==> config.mk <==
export PLATFORM = sky130hd
export DESIGN_NAME = uart_cmd_ctrl
export DESIGN_NICKNAME = d
export VERILOG_FILES = /design/src/rtl/uart_cmd_pkg.sv /design/src/rtl/uart_cmd_timeout.sv /design/src/rtl/uart_cmd_ctrl.sv
export SDC_FILE = /design/constraint.sdc
export NUM_CORES = 1
export LEC_CHECK = 0
export CORE_AREA = 2 2 86 88
export CTS_BUF_LIST = sky130_fd_sc_hd__clkbuf_8
export DETAILED_ROUTE_END_ITERATION = 8
export DIE_AREA = 0 0 88 90
export GPL_TIMING_DRIVEN = 0
export HOLD_SLACK_MARGIN = 0.06
export PLACE_DENSITY = 0.74
export SYNTH_ARGS = -nofsm -noshare
export SYNTH_HDL_FRONTEND = slang
export SYNTH_SLANG_ARGS = --single-unit
==> constraint.sdc <==
create_clock -name clk -period 2.15 [get_ports clk]
set_input_delay 0.43 -clock clk [delete_from_list [all_inputs] [get_ports clk]]
set_output_delay 0.43 -clock clk [all_outputs]
set_load 0.02 [all_outputs]
==> src/rtl/uart_cmd_pkg.sv <==
// Shared types and constants for the UART command controller.
// Opcodes, reply bytes and the hex-digit decode helper live here.
package uart_cmd_pkg;

    localparam int DVSR_W = 11;

    typedef enum logic [2:0] {
        ST_IDLE,
        ST_ARG1,
        ST_ARG2,
        ST_EXEC,
        ST_REPLY
    } cmd_state_t;

    localparam logic [7:0] ASCII_L   = 8'h4C;
    localparam logic [7:0] ASCII_C   = 8'h43;
    localparam logic [7:0] ASCII_D   = 8'h44;
    localparam logic [7:0] ASCII_ACK = 8'h4B;
    localparam logic [7:0] ASCII_NAK = 8'h3F;
    localparam logic [7:0] ASCII_CR  = 8'h0D;
    localparam logic [7:0] ASCII_LF  = 8'h0A;

    // Returns {valid, value} for '0'-'9', 'A'-'F', 'a'-'f'.
    function automatic logic [4:0] hex_to_nibble(input logic [7:0] c);
        logic [4:0] r;
        r = '0;
        if (c >= 8'h30 && c <= 8'h39) begin
            r = {1'b1, c[3:0]};
        end else if ((c >= 8'h41 && c <= 8'h46) ||
                     (c >= 8'h61 && c <= 8'h66)) begin
            r = {1'b1, 4'(c[3:0] + 4'd9)};
        end
        return r;
    endfunction

endpackage

==> src/rtl/uart_cmd_timeout.sv <==
// Inter-byte timeout for a partially received command.
// Down-counter reloads on clr, saturates at zero, expired at zero.
module uart_cmd_timeout #(
    parameter int TIMEOUT_CYCLES = 12_500_000,
    localparam int W = $clog2(TIMEOUT_CYCLES)
) (
    input  logic clk,
    input  logic reset,
    input  logic clr,
    input  logic en,
    output logic expired
);

    localparam logic [W-1:0] LOAD = W'(TIMEOUT_CYCLES - 1);

    logic [W-1:0] cnt_q;
    logic [W-1:0] cnt_d;

    // Reload on clear, otherwise count down while enabled.
    always_comb begin
        cnt_d = cnt_q;
        if (clr) begin
            cnt_d = LOAD;
        end else if (en && cnt_q != '0) begin
            cnt_d = cnt_q - 1'b1;
        end
    end

    // Counter register; reset corresponds to a freshly cleared count.
    always_ff @(posedge clk or posedge reset) begin
        if (reset) begin
            cnt_q <= LOAD;
        end else begin
            cnt_q <= cnt_d;
        end
    end

    assign expired = (cnt_q == '0);

endmodule

==> src/rtl/uart_cmd_ctrl.sv <==
// Command controller between the UART FIFOs and the board pins.
// Parses L/C/D commands and answers each with one status byte.
module uart_cmd_ctrl
    import uart_cmd_pkg::*;
#(
    parameter logic [DVSR_W-1:0] DVSR_DEFAULT   = 11'd68,
    parameter int                TIMEOUT_CYCLES = 12_500_000
) (
    input  logic              clk,
    input  logic              reset,
    input  logic              rx_empty,
    input  logic [7:0]        r_data,
    output logic              rd_uart,
    input  logic              tx_full,
    output logic [7:0]        w_data,
    output logic              wr_uart,
    output logic [DVSR_W-1:0] dvsr,
    output logic [3:0]        led,
    output logic              led_r,
    output logic              led_g,
    output logic              led_b
);

    cmd_state_t        state_q;
    logic [7:0]        op_q;
    logic [7:0]        arg1_q;
    logic [7:0]        arg2_q;
    logic [7:0]        w_data_q;
    logic [3:0]        led_q;
    logic [2:0]        rgb_q;
    logic [DVSR_W-1:0] dvsr_q;

    logic              in_arg;
    logic              expired;
    logic [4:0]        nib;
    logic [DVSR_W-1:0] dvsr_new;

    assign in_arg   = (state_q == ST_ARG1) || (state_q == ST_ARG2);
    assign rd_uart  = (in_arg || state_q == ST_IDLE) && !rx_empty;
    assign wr_uart  = (state_q == ST_REPLY) && !tx_full;
    assign nib      = hex_to_nibble(arg1_q);
    assign dvsr_new = {arg1_q[2:0], arg2_q};

    uart_cmd_timeout #(
        .TIMEOUT_CYCLES(TIMEOUT_CYCLES)
    ) u_timeout (
        .clk    (clk),
        .reset  (reset),
        .clr    (rd_uart),
        .en     (in_arg && rx_empty),
        .expired(expired)
    );

    // Command FSM with registered reply byte and board outputs.
    always_ff @(posedge clk or posedge reset) begin
        if (reset) begin
            state_q  <= ST_IDLE;
            op_q     <= '0;
            arg1_q   <= '0;
            arg2_q   <= '0;
            w_data_q <= '0;
            led_q    <= '0;
            rgb_q    <= '0;
            dvsr_q   <= DVSR_DEFAULT;
        end else begin
            unique case (state_q)
                ST_IDLE: begin
                    if (!rx_empty) begin
                        if (r_data == ASCII_L || r_data == ASCII_C ||
                            r_data == ASCII_D) begin
                            op_q    <= r_data;
                            state_q <= ST_ARG1;
                        end else if (r_data != ASCII_CR &&
                                     r_data != ASCII_LF) begin
                            w_data_q <= ASCII_NAK;
                            state_q  <= ST_REPLY;
                        end
                    end
                end
                ST_ARG1: begin
                    if (!rx_empty) begin
                        arg1_q  <= r_data;
                        state_q <= (op_q == ASCII_D) ? ST_ARG2 : ST_EXEC;
                    end else if (expired) begin
                        w_data_q <= ASCII_NAK;
                        state_q  <= ST_REPLY;
                    end
                end
                ST_ARG2: begin
                    if (!rx_empty) begin
                        arg2_q  <= r_data;
                        state_q <= ST_EXEC;
                    end else if (expired) begin
                        w_data_q <= ASCII_NAK;
                        state_q  <= ST_REPLY;
                    end
                end
                ST_EXEC: begin
                    w_data_q <= ASCII_NAK;
                    state_q  <= ST_REPLY;
                    if (op_q == ASCII_L && nib[4]) begin
                        led_q    <= nib[3:0];
                        w_data_q <= ASCII_ACK;
                    end else if (op_q == ASCII_C && arg1_q >= 8'h30 &&
                                 arg1_q <= 8'h37) begin
                        rgb_q    <= arg1_q[2:0];
                        w_data_q <= ASCII_ACK;
                    end else if (op_q == ASCII_D && dvsr_new != '0) begin
                        dvsr_q   <= dvsr_new;
                        w_data_q <= ASCII_ACK;
                    end
                end
                ST_REPLY: begin
                    if (!tx_full) begin
                        state_q <= ST_IDLE;
                    end
                end
                default: state_q <= ST_IDLE;
            endcase
        end
    end

    assign w_data = w_data_q;
    assign led    = led_q;
    assign dvsr   = dvsr_q;
    assign led_r  = rgb_q[2];
    assign led_g  = rgb_q[1];
    assign led_b  = rgb_q[0];

endmodule

* Yosys cells after proc, flatten, opt, wreduce, memory -nomap -nowiden *
Index checks and enable logic that the tools add are counted.

word-level totals
  logic and storage cells = 96
  input bits = 12
  output and inout bits = 28
  flip-flop bits (word level) = 77

cells by class
  magnitude comparators = 7
  bitwise gates (word level) = 3
  mux-type cells = 22
  eq/ne operators = 19
  reductions and logical operators = 34
  add/subtract/negate cells = 2

operators with widths
  operator                                                         count
  equality test 8 x 7 -> 1 bit (second input constant)             6
  2-to-1 mux 24 bit                                                2
  2-to-1 mux 8 bit                                                 5
  zero test 24 bit                                                 1
  one-hot mux 8 bit (3 select lines)                               1
  nonzero test 24 bit                                              1
  subtractor 24 x 1 -> 24 bit (second input constant)              1
  2-to-1 mux 3 bit                                                 7
  2-to-1 mux 7 bit                                                 3
  >= comparator 8 x 7 -> 1 bit (second input constant)             2
  less-or-equal comparator 8 x 6 -> 1 bit (second input constant)  2
  less-or-equal comparator 8 x 7 -> 1 bit (second input constant)  2
  inequality test 8 x 4 -> 1 bit (second input constant)           2
  one-hot mux 3 bit (5 select lines)                               1
  logical AND 1 bit                                                12
  nonzero test 11 bit                                              1
  2-to-1 mux 5 bit                                                 2
  AND reduction 3 bit                                              3
  >= comparator 8 x 6 -> 1 bit (second input constant)             1
  equality test 3 x 2 -> 1 bit (second input constant)             2
  inequality test 2 x 1 -> 1 bit (second input constant)           3
  inequality test 2 bit (second input constant)                    3
  AND reduction 2 bit                                              3
  AND reduction 6 bit                                              1
  13 further kinds                                                 20

* Depth between registers and ports, before layout *
  depth after elaboration = 8
  gate-level depth with buffers = 8
  gate-level depth less buffers = 7

* Cells and area by module *
From an unflattened synthesis, not the netlist that was laid out.

second synthesis, totals
  cell total of the unflattened synthesis = 338
  area total of the unflattened synthesis = 3728.6 sq um

modules (own cells, without submodules)
  module            cells each  area each (sq um)  times used  seq. area each (sq um)
  uart_cmd_ctrl     196         2333.5             1           1203.7
  uart_cmd_timeout  142         1395.1             1           620.6

* Least setup slack after synthesis *
OpenSTA, ideal clock, no wires.

  path kind = flip-flop to flip-flop
  start = register u_timeout.cnt_q[16]
  end = register w_data_q[6], in the netlist w_data[6]
  data required time = 2025 ps
  library setup time = 125 ps
  data arrival time = 1964 ps
  period minus slack after synthesis = 2088 ps
  cell stages (with the launch flop) = 6
  slack = 62 ps
  path buffers = 0
  path through = dfrtp_1 nor4_4 nand4_1 o21ai_2 and4_1 mux2_2

between the ends
  word-level cells in the longest chain between the ends = 3

RTL lines
  item                                      line                    source
  from (decl)                               uart_cmd_timeout.sv:16  logic [W-1:0] cnt_q;
  from (signal assigned)                    uart_cmd_timeout.sv:34  cnt_q <= cnt_d;
  zero test 24 bit                          uart_cmd_timeout.sv:38  assign expired = (cnt_q == '0);
  inequality test 2 x 1 -> 1 bit (no line)  --
  AND reduction 6 bit (no line)             --
  to (signal assigned)                      uart_cmd_ctrl.sv:61     w_data_q <= '0;
  to (signal assigned)                      uart_cmd_ctrl.sv:75     w_data_q <= ASCII_NAK;
  to (signal assigned)                      uart_cmd_ctrl.sv:85     w_data_q <= ASCII_NAK;
  to (decl)                                 uart_cmd_ctrl.sv:28     logic [7:0] w_data_q;

Every way passes these cells.
A chain may end at the register's enable or synchronous reset.

* Worst setup path in the final report *
  start = register op_q[4]
  end = register dvsr_q[3], in the netlist dvsr[3]

between the ends
  word-level cells in the longest chain between the ends = 5
  elaborated cells between the ends (all ways) = 10
  classes of those cells = eq/ne: 3; bitwise: 2; reduce/logical: 5

RTL lines
  item                               line                  source
  from (decl)                        uart_cmd_ctrl.sv:25   logic [7:0] op_q;
  from (signal assigned)             uart_cmd_ctrl.sv:71   op_q <= r_data;
  equality test 8 x 7 -> 1 bit       uart_cmd_ctrl.sv:104  end else if (op_q == ASCII_C && arg1_q >= 8'h30 &&
  logical AND 1 bit (2 in a row)     uart_cmd_ctrl.sv:104
  inverter 1 bit (no line)           --
  AND reduction 4 bit (no line) (*)  --
  to (signal assigned)               uart_cmd_ctrl.sv:109  dvsr_q <= dvsr_new;
  to (decl)                          uart_cmd_ctrl.sv:31   logic [DVSR_W-1:0] dvsr_q;

Mark *: on every way between the ends. The rest lies on a longest branch, timed or not.

==> flow_summary.ini <==
[logic_synthesis]
synth-edff-count = 0
synth_seq_area_share = 0.502
synthFlopType = dfrtp_1
synth.avg_cell_area_sq_um = 11.2
synth_area_sq_um = 3630
async_flop_share = 1.00
syn_inst = 323
synth_cell_types = 62
yosysWarnings = 0
syn-num-nets = 341
ys_seq_elements = 72

[sta]
rsz0062_at_grt = yes
skew_ps = 8.84
hold_viol_final = 0
max_freq_mhz = 466
slew_headroom = 0.528
setup_viol = 0
min_period_ps = 2140
fin_crit_sh = 0.997
fin_tns_setup_ps = 0
slew_violations = 0
tightestPinTransition_ps = 707

[floorplan]
design.portCount = 40
core-area_sq_um = 7020
die_h_um = 90
die_w_um = 88
row_count = 31
dieArea_sq_um = 7920
initial_core_util = 0.517

[final_layout]
final_cell_mix = 48 x dfrtp_1, 35 x clkdlybuf4s50_1, 24 x nand2_1
antenna_cells = 0
ff_latch_area_sq_um = 1830
nets = 407
area_growth_pct = 29.9
final_layout_size_suffix_gt1_frac = 0.365
final_common_cell = dfrtp_1
fin_cells = 493
multiInputGateArea_sq_um = 1870
design_area_sq_um = 4720
fillers = 567

[clock_network]
cts_made_buffers = 9
cts_max_path_buffers = 2
cts_tree = built
hold_buffers = 0
cts.reportedPaths.clkPinSlew_ps = 80
clock-sinks = 72
cts-root-buf = clkbuf_8
cts_max_level = 3
clk_latency_ps = 360

[job]
cap_violations = 0

[outcome]
status = completed

[worst_setup_path]
crit_chain = or4b_4 -> nand4bb_4 -> or3_4 -> buf_12 -> mux2_4
cp.arrival_ps = 2380
crit_family = simple AND/OR/NAND/NOR gates
path_class = flop to flop
ff2ff_setup_slack_ps = 6
max_stage_delay_ps = 540
end_kind = flop
crit_slowest_cell = or4b_4
critPathRequiredTime_ps = 2390
rr_worst_depth = 5
rr_startpoint = op_q[4]
start_kind = flop
rr_endpoint = dvsr[3]
critPathBufInv = 1
crit_fanout = 7

[placed_design]
dp_hpwl_um = 5190
gp_congestion = 0.875
dp_cells = 461
placed_cell_area_sq_um = 4160
io_buffers = 38

[global_routing]
grt_max_degree = 42
globalRouteMet3Util = 0.0551
grt_pass1_vias = 2788
grt.busiest_layer = met2
use_met2 = 0.359
met1_usage = 0.268
gr-usage-all-layers = 0.214
grt_overflow_total = 0
antenna_found_initial = 0
grt_pass1_wl_um = 13200

[detailed_routing]
wl_per_cell_um = 16.1
ant_nets = 0
drc = 0
vias = 2799
drt_iter0_drc = 89
dr.pass1.iters = 4
avgViaCountPerCell = 5.68
wl_um = 7940

[worst_hold_path]
min_from = op_q[6]
hold_class = flop to flop
min_to = op_q[6]
worstHoldPathCells = 1

[power_and_ir_drop]
power_density_nw_per_um2 = 830
leakagePower_nw = 1.90
peakVddDrop_uv = 516
[cell usage after synthesis, drive strengths merged (2+ instances only)]
cell / instances / area [sq um]
or3b: 2 / 17.5
o41ai: 2 / 17.5
or4: 8 / 60.1
dfrtp: 54 / 1350
inv: 7 / 26.3
xor2: 9 / 78.8
dfstp: 18 / 473
o21ai: 18 / 93.8
a22oi: 2 / 15.0
or3: 9 / 56.3
nor4: 10 / 77.6
nand3b: 2 / 15.0
nor4b: 3 / 32.5
o211ai: 5 / 37.5
nand4bb: 2 / 22.5
ha: 6 / 75.1
o2111ai: 2 / 17.5
buf: 8 / 80.1
mux2: 29 / 349
clkbuf: 5 / 18.8
nor2b: 3 / 18.8
xnor2: 3 / 26.3
o31ai: 7 / 52.6
nor3: 5 / 35.0
and2: 4 / 26.3
nand3: 10 / 50.1
nand2: 25 / 93.8
nand4: 5 / 31.3
a21o: 3 / 22.5
nor2: 16 / 60.1
or4b: 3 / 33.8
a211o: 2 / 17.5
a21oi: 8 / 40.0
nand2b: 4 / 25.0
o21bai: 2 / 15.0
nor3b: 3 / 22.5
and4b: 2 / 20.0
or2: 4 / 25.0
[flip-flops by register name, indices dropped and copies added (netlist names)]
register / cells
u_timeout.cnt_q: 24
dvsr: 11
arg1_q: 8
arg2_q: 8
op_q: 8
led: 4
rgb_q: 3
state_q: 3
w_data: 3
[how the worst max path moves through the flow]
stage                             start  slack [ps]             endpoint  cells after the start
finish                          op_q[4]           6              dvsr[3]                      5
global route         u_timeout.cnt_q[0]         -80  u_timeout.cnt_q[10]                      8
CTS                          state_q[2]         -20              rd_uart                      4
detailed placement             rx_empty        -520              rd_uart                      4
global placement               rx_empty        -500              rd_uart                      4
floorplan           u_timeout.cnt_q[16]          60            w_data[6]                      5
[layer usage]
metal | vias to the layer above | wire (um) | part of all wire
met1 | 1410 | 3310 | 0.42
met2 | 53 | 4210 | 0.53
met3 | 9 | 303 | 0.038
met5 | - | 0 | 0
li1 | 1327 | - | -
met4 | 0 | 109 | 0.014
[area by class of cell]
cell class                 count  area share
buffer                        11      0.0188
clock buffer                   9      0.0263
clock inverter                 7      0.0217
inverter                       8     0.00875
multi-input combinational    230       0.396
sequential                    72       0.388
tap                           99      0.0263
timing repair buffer          57       0.113
[logic make-up after synthesis]
| family | count (synthesis) | share of synthesized area |
|---|---|---|
| flops | 72 | 0.502 |
| buf+inv | 21 | 0.0355 |
| xor+xnor | 12 | 0.0289 |
| mux | 30 | 0.0989 |
| simple gates | 123 | 0.207 |
| other cells | 1 | 0.00103 |
| compound gates | 58 | 0.106 |
| fa+ha+maj | 6 | 0.0207 |
[report_power, final]
part / switching, mW / leakage, nW / internal, mW / total, mW
logic: 0.472 / 0.896 / 0.439 / 0.911
clock network: 0.558 / 0.111 / 0.667 / 1.23
registers: 0.207 / 0.895 / 1.57 / 1.78
total: 1.24 / 1.90 / 2.68 / 3.91
[metrics by stage]
| stage | worst slack (ps) | util | total power [mW] | hold slack (ps) |
|---|---|---|---|---|
| 2_1_floorplan | 61.6 | - | 2.32 | 426 |
| 3_3_place_gp | -504 | 0.590 | 2.53 | 443 |
| 3_5_place_dp | -524 | 0.593 | 2.57 | 470 |
| 4_1_cts | -24.6 | 0.657 | 3.85 | 487 |
| 5_1_grt | -84.6 | 0.672 | 4.14 | 502 |
| 6_report | 6.03 | 0.672 | 3.91 | 472 |
[what timing repair did]
item | 4_1_cts | 5_1_grt
pin swaps | 7 | 8
setup buffers | 13 | 5
resized for setup | 33 | 26
endpoints found under the setup margin | 23 | 35
(Power assumes the default switching activity.)
